**src/rtl/uart_pkg.sv**
```systemverilog
// Shared types for the UART transmit sequencer.
// Frame FSM encoding, default byte width and pointer helper.
package uart_pkg;

   localparam int UART_DATA_W = 8;

   typedef enum logic [1:0] {
      IDLE = 2'd0,
      LOAD = 2'd1,
      SEND = 2'd2,
      GAP  = 2'd3
   } tx_state_t;

   function automatic int unsigned rr_wrap(
      input int unsigned idx,
      input int unsigned n
   );
      return (idx + 1 >= n) ? 0 : idx + 1;
   endfunction

endpackage

```
**src/rtl/rr_arbiter.sv**
```systemverilog
// Combinational round-robin pick: first asserted request at or
// after rr_ptr, scanning upward with wrap.
module rr_arbiter #(
   parameter int NUM_REQ = 4,
   parameter int PW      = (NUM_REQ > 1) ? $clog2(NUM_REQ) : 1
) (
   input  logic [NUM_REQ-1:0] req,
   input  logic [PW-1:0]      rr_ptr,
   output logic               win_vld,
   output logic [NUM_REQ-1:0] win_oh,
   output logic [PW-1:0]      win_idx
);

   logic [PW-1:0] pos;

   always_comb begin
      win_vld = 1'b0;
      win_oh  = '0;
      win_idx = '0;
      pos     = '0;
      for (int k = 0; k < NUM_REQ; k++) begin
         pos = PW'((32'(rr_ptr) + 32'(k)) % NUM_REQ);
         if (!win_vld && req[pos]) begin
            win_vld     = 1'b1;
            win_oh[pos] = 1'b1;
            win_idx     = pos;
         end
      end
   end

endmodule

```
**src/rtl/uart_tx_arbiter.sv**
```systemverilog
// Round-robin sequencer sharing one UART transmitter between
// NUM_REQ byte producers, with a SEND watchdog.
module uart_tx_arbiter
   import uart_pkg::*;
#(
   parameter int NUM_REQ        = 4,
   parameter int DATA_W         = UART_DATA_W,
   parameter int TIMEOUT_CYCLES = 200000
) (
   input  logic                      clk,
   input  logic                      rst_n_a,
   input  logic [NUM_REQ-1:0]        req,
   input  logic [NUM_REQ*DATA_W-1:0] req_data,
   output logic [NUM_REQ-1:0]        grant,
   output logic                      transmitter_enable,
   output logic [DATA_W-1:0]         transmitter_data,
   input  logic                      transmitter_done,
   output logic                      busy,
   output logic                      timeout_err
);

   localparam int PW = (NUM_REQ > 1) ? $clog2(NUM_REQ) : 1;
   localparam int CW =
      (TIMEOUT_CYCLES > 1) ? $clog2(TIMEOUT_CYCLES) : 1;
   localparam logic [CW-1:0] CNT_TC = CW'(TIMEOUT_CYCLES - 1);
   localparam logic [CW-1:0] CNT_MAX = '1;

   tx_state_t            state_q, state_d;
   logic [PW-1:0]        rr_ptr_q, rr_ptr_d;
   logic [CW-1:0]        cnt_q, cnt_d;
   logic [NUM_REQ-1:0]   grant_q, grant_d;
   logic [DATA_W-1:0]    data_q, data_d;
   logic                 terr_q, terr_d;

   logic                 win_vld;
   logic [NUM_REQ-1:0]   win_oh;
   logic [PW-1:0]        win_idx;

   rr_arbiter #(
      .NUM_REQ (NUM_REQ),
      .PW      (PW)
   ) u_rr (
      .req     (req),
      .rr_ptr  (rr_ptr_q),
      .win_vld (win_vld),
      .win_oh  (win_oh),
      .win_idx (win_idx)
   );

   always_ff @(posedge clk or negedge rst_n_a) begin
      if (!rst_n_a) begin
         state_q  <= IDLE;
         rr_ptr_q <= '0;
         cnt_q    <= '0;
         grant_q  <= '0;
         data_q   <= '0;
         terr_q   <= 1'b0;
      end else begin
         state_q  <= state_d;
         rr_ptr_q <= rr_ptr_d;
         cnt_q    <= cnt_d;
         grant_q  <= grant_d;
         data_q   <= data_d;
         terr_q   <= terr_d;
      end
   end

   always_comb begin
      state_d  = state_q;
      rr_ptr_d = rr_ptr_q;
      cnt_d    = cnt_q;
      grant_d  = '0;
      data_d   = data_q;
      terr_d   = 1'b0;
      unique case (state_q)
         IDLE: begin
            if (win_vld) begin
               grant_d = win_oh;
               for (int i = 0; i < NUM_REQ; i++) begin
                  if (win_oh[i]) begin
                     data_d = req_data[i*DATA_W +: DATA_W];
                  end
               end
               rr_ptr_d =
                  PW'(rr_wrap(32'(win_idx), NUM_REQ));
               state_d = LOAD;
            end
         end
         LOAD: begin
            cnt_d   = '0;
            state_d = SEND;
         end
         SEND: begin
            // done wins over a coincident terminal count
            if (transmitter_done) begin
               state_d = GAP;
            end else if (cnt_q == CNT_TC) begin
               terr_d  = 1'b1;
               state_d = GAP;
            end else if (cnt_q != CNT_MAX) begin
               cnt_d = cnt_q + 1'b1;
            end
         end
         GAP: begin
            state_d = IDLE;
         end
      endcase
   end

   assign grant              = grant_q;
   assign transmitter_enable = (state_q == SEND);
   assign transmitter_data   = data_q;
   assign busy               = (state_q != IDLE);
   assign timeout_err        = terr_q;

endmodule

```
**config.mk**
```make
export PLATFORM = sky130hd
export DESIGN_NAME = uart_tx_arbiter
export DESIGN_NICKNAME = d
export VERILOG_FILES = /design/src/rtl/uart_pkg.sv /design/src/rtl/rr_arbiter.sv /design/src/rtl/uart_tx_arbiter.sv
export SDC_FILE = /design/constraint.sdc
export NUM_CORES = 1
export LEC_CHECK = 0
export ABC_AREA = 0
export CAP_MARGIN = 30
export CORE_AREA = 2 2 96 98
export DETAILED_ROUTE_END_ITERATION = 12
export DIE_AREA = 0 0 98 100
export HOLD_SLACK_MARGIN = 0.12
export PLACE_DENSITY = 0.48
export SYNTH_ARGS = -nofsm -noshare
export SYNTH_HDL_FRONTEND = slang
export SYNTH_SLANG_ARGS = --single-unit
```
**constraint.sdc**
```tcl
create_clock -name clk -period 6.46 [get_ports clk]
set_clock_uncertainty 0.1 [all_clocks]
set_input_delay 0.646 -clock clk [delete_from_list [all_inputs] [get_ports clk]]
set_output_delay 0.646 -clock clk [all_outputs]
set_load 0.01 [all_outputs]
```
### After elaboration in Yosys (flattened, before gate mapping)

Cells that the tools add are included.

| word-level totals | value |
|---|---|
| register bits | 35 |
| input port bits | 39 |
| output and inout bits | 15 |
| logic and storage cells | 97 |

| operators by class | value |
|---|---|
| add/subtract/negate cells | 5 |
| $lt $le $gt $ge | 9 |
| equal/unequal tests | 10 |
| muxes and demuxes | 46 |
| bitwise gates (word level) | 3 |
| reduce and logical (&&, ||, !) cells | 18 |

Operator list:

| cell | number |
|---|---|
| $mux W18 | 3 |
| $pmux W18 S2 | 1 |
| $mux W8 | 4 |
| $mux W4 | 6 |
| $add A18 B1 Y18 const B | 1 |
| $eq A18 B18 Y1 const B | 1 |
| $ne A18 B18 Y1 const B | 1 |
| $mux W2 | 8 |
| $mux W1 | 15 |
| $lt A2 B3 Y1 const B | 4 |
| $or A4 B4 Y4 | 3 |
| $bmux W1 S2 | 4 |
| $demux W1 S2 | 4 |
| $ge A2 B1 Y1 const B | 4 |
| $pmux W2 S4 | 1 |
| $logic_and A1 B1 Y1 | 7 |
| $add A2 B2 Y2 const B | 2 |
| $eq A2 B2 Y1 const B | 2 |
| $ne A2 B1 Y1 const B | 2 |
| $ne A2 B2 Y1 const B | 2 |
| $reduce_and A2 Y1 | 2 |
| $reduce_and A4 Y1 | 1 |
| $reduce_bool A2 Y1 | 2 |
| $reduce_bool A4 Y1 | 1 |
| 8 further kinds | 10 |

### Longest topological paths before layout

Gate-level depths: netlist (run 1).

| logic depth | value |
|---|---|
| word-level depth | 16 |
| gate-level depth with buffers | 13 |
| depth with buffers taken out | 8 |

### Cells and area by module

From an unflattened synthesis (run 1), not the netlist that was laid out.

| unflattened totals | value |
|---|---|
| cell total of the unflattened synthesis | 247 |
| area total of the unflattened synthesis | 2426.1 um^2 |

By module, submodules not included:

| module | instances | cells an instance | area each (um^2) | seq. area each (um^2) |
|---|---|---|---|---|
| uart_tx_arbiter | 1 | 202 | 2003.2 | 875.8 |
| rr_arbiter | 1 | 45 | 422.9 | 0.0 |

### Least setup slack after synthesis (run 1)

OpenSTA, ideal clock, no wires.

| timing | value |
|---|---|
| kind | flip-flop to flip-flop |
| start | register with a tool-made name |
| end | register data_q[0], in the netlist transmitter_data[0] |
| library setup time | 126 ps |
| data arrival time | 3240 ps |
| data required time | 6234 ps |
| slack | 2994 ps |
| stages on the path, launching flop included | 14 |
| path buffers | 5 |
| period minus slack after synthesis | 3466 ps |
| cell sequence | dfrtp_1 -> buf_2 -> inv_1 -> ha_1 -> buf_6 -> mux4_2 -> buf_6 -> or3b_1 -> a22o_1 -> buf_6 -> and2_4 -> and3_4 -> buf_6 -> o32a_1 |

RTL lines:

| item | RTL line | RTL |
|---|---|---|
| to (signal assigned) | uart_tx_arbiter.sv:63 | `data_q <= data_d;` |
| to (decl) | uart_tx_arbiter.sv:32 | `logic [DATA_W-1:0] data_q, data_d;` |

==> results.json, run 1 <==
{
  "status": "finished, final reports clean",
  "internal_power_mw": 0.799,
  "start_kind": "flop",
  "switching_power_mw": 0.633,
  "crit_type": "reg2reg",
  "synth_mux_area_share_pct": 9.07,
  "max-cap-violations": 0,
  "fin_nets": 370,
  "firstDrtPassIters": 4,
  "postSynth.asyncResetShare_pct": 100,
  "tns_ns": 0,
  "seqPwrFrac_pct": 24.3,
  "critPathMaxStageDelay_ns": 0.74,
  "finalCritPeriodShare_pct": 62.3,
  "wire_per_inst_um": 15.5,
  "io_pins": 54,
  "path_buf_inv": 1,
  "mostFrequentLayoutCells": "clkdlybuf4s50_1, dfrtp_1, nand2_1",
  "antenna_found_initial": 0,
  "clkTransAtPathRegs_ns": 0.08,
  "drtIter0Drc": 81,
  "peakVddDrop_mv": 0.269,
  "die_area_mm2": 0.00980,
  "synthSimpleGateAreaFrac_pct": 24.6,
  "clkLatencyLatePin_ns": 0.29,
  "power_frac_clock_pct": 14.7,
  "cts_resized": 0,
  "cts_tree": "yes",
  "powerDensity_mw_per_mm2": 440,
  "synthesis.nets": 327,
  "hpwlAfterDp_um": 4870,
  "synth_edf_count": 0,
  "synth_compound_area_share_pct": 20.6,
  "critical_path.endpoint": "transmitter_data[3]$_DFFE_PN0P_",
  "cts_buffers": 5,
  "core_area_mm2": 0.00889,
  "ctsHoldBuffers": 0,
  "p_sw_share_pct": 44.2,
  "start_util_pct": 28.9,
  "grt_pass1_vias": 2170,
  "cp_slowest_cell": "dfrtp_1",
  "pre_cts_slack_ns": 2.43,
  "rsz0062_at_grt": "no",
  "hold_path_class": "in2async",
  "cts-root-buf": "clkbuf_8",
  "synth_area_mm2": 0.00257,
  "postCtsSetupBuffers": 0,
  "r2r_slack_ns": 2.43,
  "cp_top_family": "simple AND/OR/NAND/NOR gates",
  "fin_ws_ns": 2.43,
  "antenna_cells": 0,
  "io_buffers": 53,
  "cts_sinks": 35,
  "finalSetupViolations": 0,
  "ys_seq_area_share_pct": 34.1,
  "vias_per_cell": 5.24,
  "crit_chain": "inv_1 -> ha_1 -> mux4_2 -> nor4b_2 -> and2_1 -> nor2_1 -> and3_4 -> o32a_1",
  "final_common_cell": "clkdlybuf4s50_1",
  "path_max_fanout": 17,
  "slew_violations": 0,
  "comb_power_share_pct": 61.1,
  "cp-end-kind": "flop",
  "fp-row-count": 35,
  "synth_area_per_cell_um2": 9.20,
  "grt_pass1_wl_um": 11100,
  "p_leak_nw": 1.31,
  "synth-xor-area-share_pct": 2.05,
  "ys.flop_type": "dfrtp_1",
  "yosys_register_bits": 35,
  "htree_levels": 2,
  "relSlewSlack_pct": 38.1,
  "drive_gt1_share_pct": 6.19,
  "min_period_ns": 4.03,
  "timing.fmax_ghz": 0.248,
  "routed_wl_um": 6710,
  "synth_adder_area_share_pct": 4.39,
  "ant_nets": 0,
  "chipWidth_um": 98,
  "drc": 0,
  "gp_congestion": 0.832,
  "grt_start_max_net_pins": 36,
  "reg2reg_to": "transmitter_data[3]$_DFFE_PN0P_",
  "synth_warnings": 0,
  "grt_overflow": 0,
  "r2r_cells": 8,
  "tightest_slew_ns": 0.928,
  "vias": 2273,
  "grt_use_total_pct": 13.9,
  "worstPathRequired_ns": 6.53,
  "syn2layout_area_growth_pct": 26.7,
  "dieHeight_um": 100,
  "nFillCells": 916,
  "cp_num_cells": 8,
  "netlist_instances": 279,
  "hold_viol_final": 0,
  "holdWs_ns": 0.346,
  "cp.arrival_ns": 4.09,
  "clk_path_buf_depth": 2,
  "synth_top_family_by_area": "simple AND/OR/NAND/NOR gates",
  "synthDistinctLibCells": 50
}
-- through the flow --
stage / utilization, % / cell area [µm²] / cells / power (mW)
2_1_floorplan: - / 2570 / 279 / 1.02
5_1_grt: 36.6 / 3250 / 434 / 1.57
3_3_place_gp: 35.3 / 3130 / 426 / 1.22
4_1_cts: 36.6 / 3250 / 434 / 1.45
3_5_place_dp: 35.3 / 3130 / 426 / 1.23
6_report: 36.6 / 3250 / 434 / 1.43
-- registers in the layout (all words and copies together) (netlist names), named ones only --
name / cells
transmitter_data: 8
grant: 4
cnt_q: 18
state_q: 2
rr_ptr_q: 1
timeout_err: 1
-- worst min path at each step --
stage                                    start                              end  slack, ns  depth (start not counted)
2_1_floorplan                          rst_n_a       asynchronous set/reset pin       0.25                          0
3_3_place_gp   transmitter_data[3]$_DFFE_PN0P_  transmitter_data[3]$_DFFE_PN0P_       0.39                          1
3_5_place_dp   transmitter_data[6]$_DFFE_PN0P_  transmitter_data[6]$_DFFE_PN0P_       0.40                          1
4_1_cts                                rst_n_a             cnt_q[8]$_DFFE_PN0P_       0.38                          1
5_1_grt                                rst_n_a             cnt_q[8]$_DFFE_PN0P_       0.40                          1
6_report                               rst_n_a             cnt_q[6]$_DFFE_PN0P_       0.35                          1
-- power groups by stage --
| stage | Combinational (mW) | Sequential (mW) | Clock (mW) |
|---|---|---|---|
| floorplan | 0.675 | 0.342 | 0 |
| global placement | 0.868 | 0.350 | 0 |
| detailed placement | 0.879 | 0.353 | 0 |
| CTS | 0.881 | 0.349 | 0.218 |
| global route | 0.981 | 0.358 | 0.227 |
| finish | 0.874 | 0.348 | 0.210 |
-- final cells by class --
cell class,instances,area (µm²),share of cell area [%]
clock buffers,6,82.6,2.54
clock inverters,2,35.0,1.08
inverters,10,37.5,1.15
multi-input cells,217,1560,47.9
repair buffers,53,526,16.2
flip-flops and latches,35,876,26.9
well taps,111,139,4.27
-- metal layers --
metal	vias up	track usage [%]	wire, µm
li1	1126	-	-
met1	1097	20.3	3220
met2	46	21.7	3210
met3	4	1.88	217
met4	0	3.85	63
met5	-	0	0
-- cell usage after synthesis, types with 7 or more instances --
| cell | count | area share (%) |
|---|---|---|
| a21o_1 | 10 | 2.9 |
| a21oi_1 | 16 | 3.1 |
| a311oi_1 | 8 | 2.7 |
| and3_1 | 7 | 1.7 |
| clkbuf_1 | 11 | 1.6 |
| dfrtp_1 | 35 | 34 |
| ha_1 | 9 | 4.4 |
| inv_1 | 10 | 1.5 |
| mux2i_1 | 12 | 4.7 |
| nand2_1 | 28 | 4.1 |
| nand2b_1 | 12 | 2.9 |
| nand3_1 | 9 | 1.8 |
| nand3b_1 | 9 | 2.6 |
| nor2_1 | 11 | 1.6 |
| nor4_1 | 7 | 1.7 |
| o21ai_0 | 15 | 2.9 |
| o32a_1 | 8 | 3.1 |
-- cells by family after synthesis --
group                      Yosys count
AOI/OAI and AO/OA                   74
and+or+nand+nor                    110
muxes                               18
adders and majority gates            9
buffers and inverters               27
xor gates and xnor gates             6
DFF                                 35
No activity file was read; power rests on OpenSTA's default activity.
==> run 2, diff against run 1 <==
Settings changed: PLACE_DENSITY 0.48 to 0.5.
Clock period 6.46 ns to 3.56 ns, I/O delays scaled along.
==> run 2 against run 1 <==
Design area increased by 0.50%. Clock power increased by 33%. Largest cell class unchanged. Via count decreased by 0.18%.
==> results.json, run 2 (same netlist as run 1, synthesis figures left out) <==
{
  "status": "finished, final reports clean",
  "crit_type": "reg2reg",
  "drtIter0Drc": 101,
  "top_register": "cnt_q",
  "grt_overflow": 0,
  "mostFrequentLayoutCells": "clkdlybuf4s50_1, dfrtp_1, nand2_1",
  "grt_use_total_pct": 13.6,
  "relSlewSlack_pct": 33.6,
  "gp_congestion": 0.854,
  "slew_violations": 0,
  "hold_path_depth": 1,
  "nFillCells": 907,
  "hold_path_class": "reg2reg",
  "cts_buffers": 5,
  "die_area_mm2": 0.00980,
  "min_period_ns": 3.33,
  "finalCritPeriodShare_pct": 93.7,
  "firstDrtPassIters": 4,
  "fin_nets": 375,
  "routed_wl_um": 6590,
  "peakVddDrop_mv": 0.326,
  "clkTransAtPathRegs_ns": 0.07,
  "io_pins": 54,
  "path_max_fanout": 11,
  "grt_pass1_wl_um": 10900,
  "cp.arrival_ns": 3.46,
  "hpwlAfterDp_um": 4760,
  "finalSetupViolations": 0,
  "vias": 2269,
  "tightest_slew_ns": 0.996,
  "dp_cells": 430,
  "tns_ns": 0,
  "ant_nets": 0,
  "stdcell_count": 439,
  "drive_gt1_share_pct": 7.32,
  "cts-root-buf": "clkbuf_8",
  "timing.fmax_ghz": 0.300,
  "chipWidth_um": 98,
  "syn2layout_area_growth_pct": 27.4,
  "rsz0062_at_grt": "no",
  "antenna_cells": 0,
  "p_leak_nw": 1.32,
  "regArea_um2": 876,
  "grt_start_max_net_pins": 36,
  "cp-end-kind": "flop",
  "powerDensity_mw_per_mm2": 785,
  "io_buffers": 53,
  "hold_viol_final": 0,
  "crit_chain": "inv_1 -> ha_1 -> mux4_2 -> nor4b_4 -> nand2_1 -> and2_4 -> a311oi_1 -> o32a_1",
  "final_common_cell": "clkdlybuf4s50_1",
  "largest_reg_flops": 18,
  "start_util_pct": 28.9,
  "htree_levels": 2,
  "fp-row-count": 35,
  "clk_path_buf_depth": 2,
  "core_area_mm2": 0.00889,
  "r2r_cells": 8,
  "dieHeight_um": 100,
  "clkLatencyLatePin_ns": 0.28,
  "grt_pass1_vias": 2160,
  "cts_tree": "yes",
  "start_kind": "flop",
  "multi_input_area_mm2": 0.00157,
  "worstPathRequired_ns": 3.69,
  "vias_per_cell": 5.17,
  "critPathMaxStageDelay_ns": 0.68,
  "max-cap-violations": 0,
  "drc": 0,
  "cp_slowest_cell": "mux4_2",
  "wire_per_inst_um": 15.0,
  "cts_sinks": 35,
  "antenna_found_initial": 0
}
## run 2: path summary, 6_finish.rpt
check	from	end	slack (ns)
worst max register to register	flop	transmitter_data[0]$_DFFE_PN0P_	0.23
worst max-delay path	flop	transmitter_data[0]$_DFFE_PN0P_	0.23
max in group asynchronous	rst_n_a	transmitter_data[7]$_DFFE_PN0P_	2.24
worst min-delay path	transmitter_data[3]$_DFFE_PN0P_	transmitter_data[3]$_DFFE_PN0P_	0.42
min in group asynchronous	rst_n_a	state_q[1]$_DFFE_PN0P_	0.60
worst min register to register	transmitter_data[3]$_DFFE_PN0P_	transmitter_data[3]$_DFFE_PN0P_	0.42
## run 2: timing repair
action                                 4_1_cts  5_1_grt
hold buffers                                 1        0
setup endpoints to repair                    0        8
gates resized for setup                      0        4
setup buffers                                0        0
endpoints found under the hold margin       35        0
## run 2: stage by stage
step	instance area, µm²	util [%]	hold WS, ns	setup WS (ns)	total power, mW
floorplan	2570	-	-0.0396	0.0936	1.85
global placement	3160	35.6	0.398	0.128	2.27
detailed placement	3160	35.6	0.405	0.00849	2.27
CTS	3260	36.6	0.421	0.0352	2.56
global route	3270	36.8	0.437	0.0344	2.80
finish	3270	36.8	0.415	0.225	2.57
## run 2: power breakdown
group / switching (mW) / internal, mW / leakage, nW
Clock: 0.142 / 0.137 / 0.0422
Sequential: 0.0768 / 0.514 / 0.454
Combinational: 0.950 / 0.747 / 0.821
Total: 1.17 / 1.40 / 1.32
## run 2: layout make-up
cell class                      count  area share [%]
Tap cell                          111            4.25
Timing Repair Buffer               58            17.3
Clock inverter                      1           0.153
Clock buffer                        7            2.34
Multi-Input combinational cell    217            48.0
Inverter                           10            1.15
Sequential cell                    35            26.8
## run 2: routing by layer
| layer | vias to the layer above | share of wire (%) | GRT usage [%] |
|---|---|---|---|
| met4 | 0 | 1.2 | 4.17 |
| met2 | 37 | 48 | 22.6 |
| met3 | 6 | 2.3 | 1.95 |
| li1 | 1135 | - | - |
| met1 | 1091 | 49 | 18.5 |
| met5 | - | 0 | 0 |
## run 2: worst max-delay path: cells and delay by family, from the launching register on
family / cells / cell delay [ns]
muxes: 1 / 0.68
buffers and inverters: 1 / 0.07
DFF: 1 / 0.35
and+or+nand+nor: 3 / 1.00
AOI/OAI and AO/OA: 2 / 0.63
adders and majority gates: 1 / 0.44
==> run 3, diff against run 2 <==
Settings changed: SLEW_MARGIN from default to 20.
Clock period 3.56 ns to 2.7 ns, I/O delays scaled along.
==> run 3 against run 2 <==
The run now ends with setup timing left. Utilization rose by 5.0 points. Via count rose by 5.8%. First-iteration DRC count fell by 21%. Register-to-register slack got worse by 0.39 ns. Sequential power rose by 32%. Global-route usage rose by 0.29 points. Wire length rose by 5.0%. Cell count rose by 8.2%. Setup slack got worse by 0.39 ns. Critical path depth rose by 1. Non-clock buffer count rose by 36. Count of clock-buffer cells in the layout fell by 1. Largest cell class unchanged. Highest routed layer unchanged.
==> results.json, run 3 (same netlist as run 1, synthesis figures left out) <==
{
  "regArea_um2": 877,
  "firstDrtPassIters": 4,
  "hold_path_depth": 1,
  "dieHeight_um": 100,
  "cts_buffers": 5,
  "p_total_mw": 4.09,
  "p_leak_nw": 1.51,
  "routed_wl_um": 6920,
  "cp-end-kind": "flop",
  "finalCritPeriodShare_pct": 106,
  "grt_use_met2_pct": 22.9,
  "io_pins": 54,
  "tightest_slew_ns": 0.785,
  "multi_input_area_mm2": 0.00170,
  "mostFrequentLayoutCells": "clkdlybuf4s50_1, buf_4, dfrtp_1",
  "path_max_fanout": 8,
  "clkLatencyLatePin_ns": 0.29,
  "ant_nets": 0,
  "syn2layout_area_growth_pct": 44.8,
  "core_area_mm2": 0.00889,
  "io_buffers": 53,
  "slew_violations": 0,
  "timing.fmax_ghz": 0.349,
  "clkTransAtPathRegs_ns": 0.07,
  "fin_ws_ns": -0.161,
  "cp_slowest_cell": "mux4_2",
  "path_buf_inv": 2,
  "drive_gt1_share_pct": 23.9,
  "max-cap-violations": 0,
  "fin_nets": 412,
  "min_period_ns": 2.86,
  "wire_per_inst_um": 14.6,
  "drtIter0Drc": 80,
  "clk_path_buf_depth": 2,
  "vias_per_cell": 5.05,
  "vias": 2400,
  "grt_start_max_net_pins": 36,
  "nFillCells": 883,
  "powerDensity_mw_per_mm2": 1100,
  "largest_reg_flops": 18,
  "hpwlAfterDp_um": 5010,
  "rsz0062_at_grt": "yes",
  "crit_chain": "inv_4 -> ha_4 -> mux4_2 -> or3b_1 -> a22o_1 -> buf_6 -> a21oi_2 -> a311oi_2 -> o32a_1",
  "grt_overflow": 0,
  "finalSetupViolations": 8,
  "holdPathEnd": "transmitter_data[0]$_DFFE_PN0P_",
  "r2r_cells": 9,
  "cp_num_cells": 9,
  "cp.arrival_ns": 2.93,
  "critPathMaxStageDelay_ns": 0.58,
  "r2r_slack_ns": -0.16,
  "peakVddDrop_mv": 0.505,
  "grt_pass1_wl_um": 11300,
  "gp_congestion": 0.745,
  "worstPathRequired_ns": 2.77,
  "grt_use_total_pct": 13.9,
  "stdcell_count": 475,
  "reg2reg_to": "transmitter_data[4]$_DFFE_PN0P_",
  "grt_pass1_vias": 2357,
  "placed_area_mm2": 0.00343,
  "status": "finished with violations",
  "grt_use_met1_pct": 18.8,
  "relSlewSlack_pct": 47.7,
  "cts_sinks": 35,
  "start_kind": "flop",
  "final_cell_area_mm2": 0.00371,
  "top_register": "cnt_q",
  "hold_start": "transmitter_data[0]$_DFFE_PN0P_",
  "hold_path_class": "reg2reg",
  "chipWidth_um": 98,
  "cp_top_family": "compound AO/OA/AOI/OAI gates",
  "die_area_mm2": 0.00980,
  "fp-row-count": 35,
  "globalRoute.busiestLayer": "met2",
  "use_met3_pct": 1.88,
  "final_common_cell": "clkdlybuf4s50_1",
  "htree_levels": 2,
  "violations": "setup timing",
  "antenna_cells": 0,
  "drc": 0,
  "antenna_found_initial": 0,
  "cts_tree": "yes",
  "cts-root-buf": "clkbuf_8",
  "hold_viol_final": 0,
  "dp_cells": 461,
  "crit_type": "reg2reg",
  "start_util_pct": 28.9
}
-- run 3: metrics by stage --
step,worst slack (ns),hold slack (ns),util (%),TNS (ns)
2_1_floorplan,-0.542,-0.126,-,-4.56
3_3_place_gp,-0.256,0.317,38.5,-1.98
3_5_place_dp,-0.229,0.322,38.5,-1.71
4_1_cts,-0.159,0.406,39.8,-1.25
5_1_grt,-0.273,0.424,41.8,-2.03
6_report,-0.161,0.404,41.8,-1.21
-- run 3: repair_timing --
item                                    4_1_cts  5_1_grt
pin swaps                                     4       11
endpoints found under the setup margin        8        8
hold buffers                                  1        0
buffers inserted                              0        5
endpoints found under the hold margin        35        0
gates cloned                                  0        2
gates resized for setup                       6       33
-- run 3: worst max-delay path by stage --
stage | to | slack (ns)
2_1_floorplan | transmitter_data[0]$_DFFE_PN0P_ | -0.54
3_3_place_gp | transmitter_data[2]$_DFFE_PN0P_ | -0.26
3_5_place_dp | transmitter_data[2]$_DFFE_PN0P_ | -0.23
4_1_cts | transmitter_data[4]$_DFFE_PN0P_ | -0.16
5_1_grt | transmitter_data[5]$_DFFE_PN0P_ | -0.27
6_report | transmitter_data[4]$_DFFE_PN0P_ | -0.16
-- run 3: cell type report --
class / count / area share [%]
Clock inverter: 1 / 0.202
Multi-Input combinational cell: 218 / 45.8
Tap cell: 111 / 3.74
Inverter: 10 / 1.08
Clock buffer: 6 / 1.95
Timing Repair Buffer: 94 / 23.6
Sequential cell: 35 / 23.6
-- run 3: where the power goes --
group          internal (mW)  leakage, nW  switching (mW)
clock                  0.177       0.0373           0.188
combinational           1.49         1.02            1.46
sequential             0.679        0.453          0.0998
total                   2.35         1.51            1.74
-- run 3: layer usage --
layer  up-vias  wire length (µm)
met3        10               157
met2        44              3480
met4         0               129
li1       1205                 -
met5         -                 0
met1      1141              3150
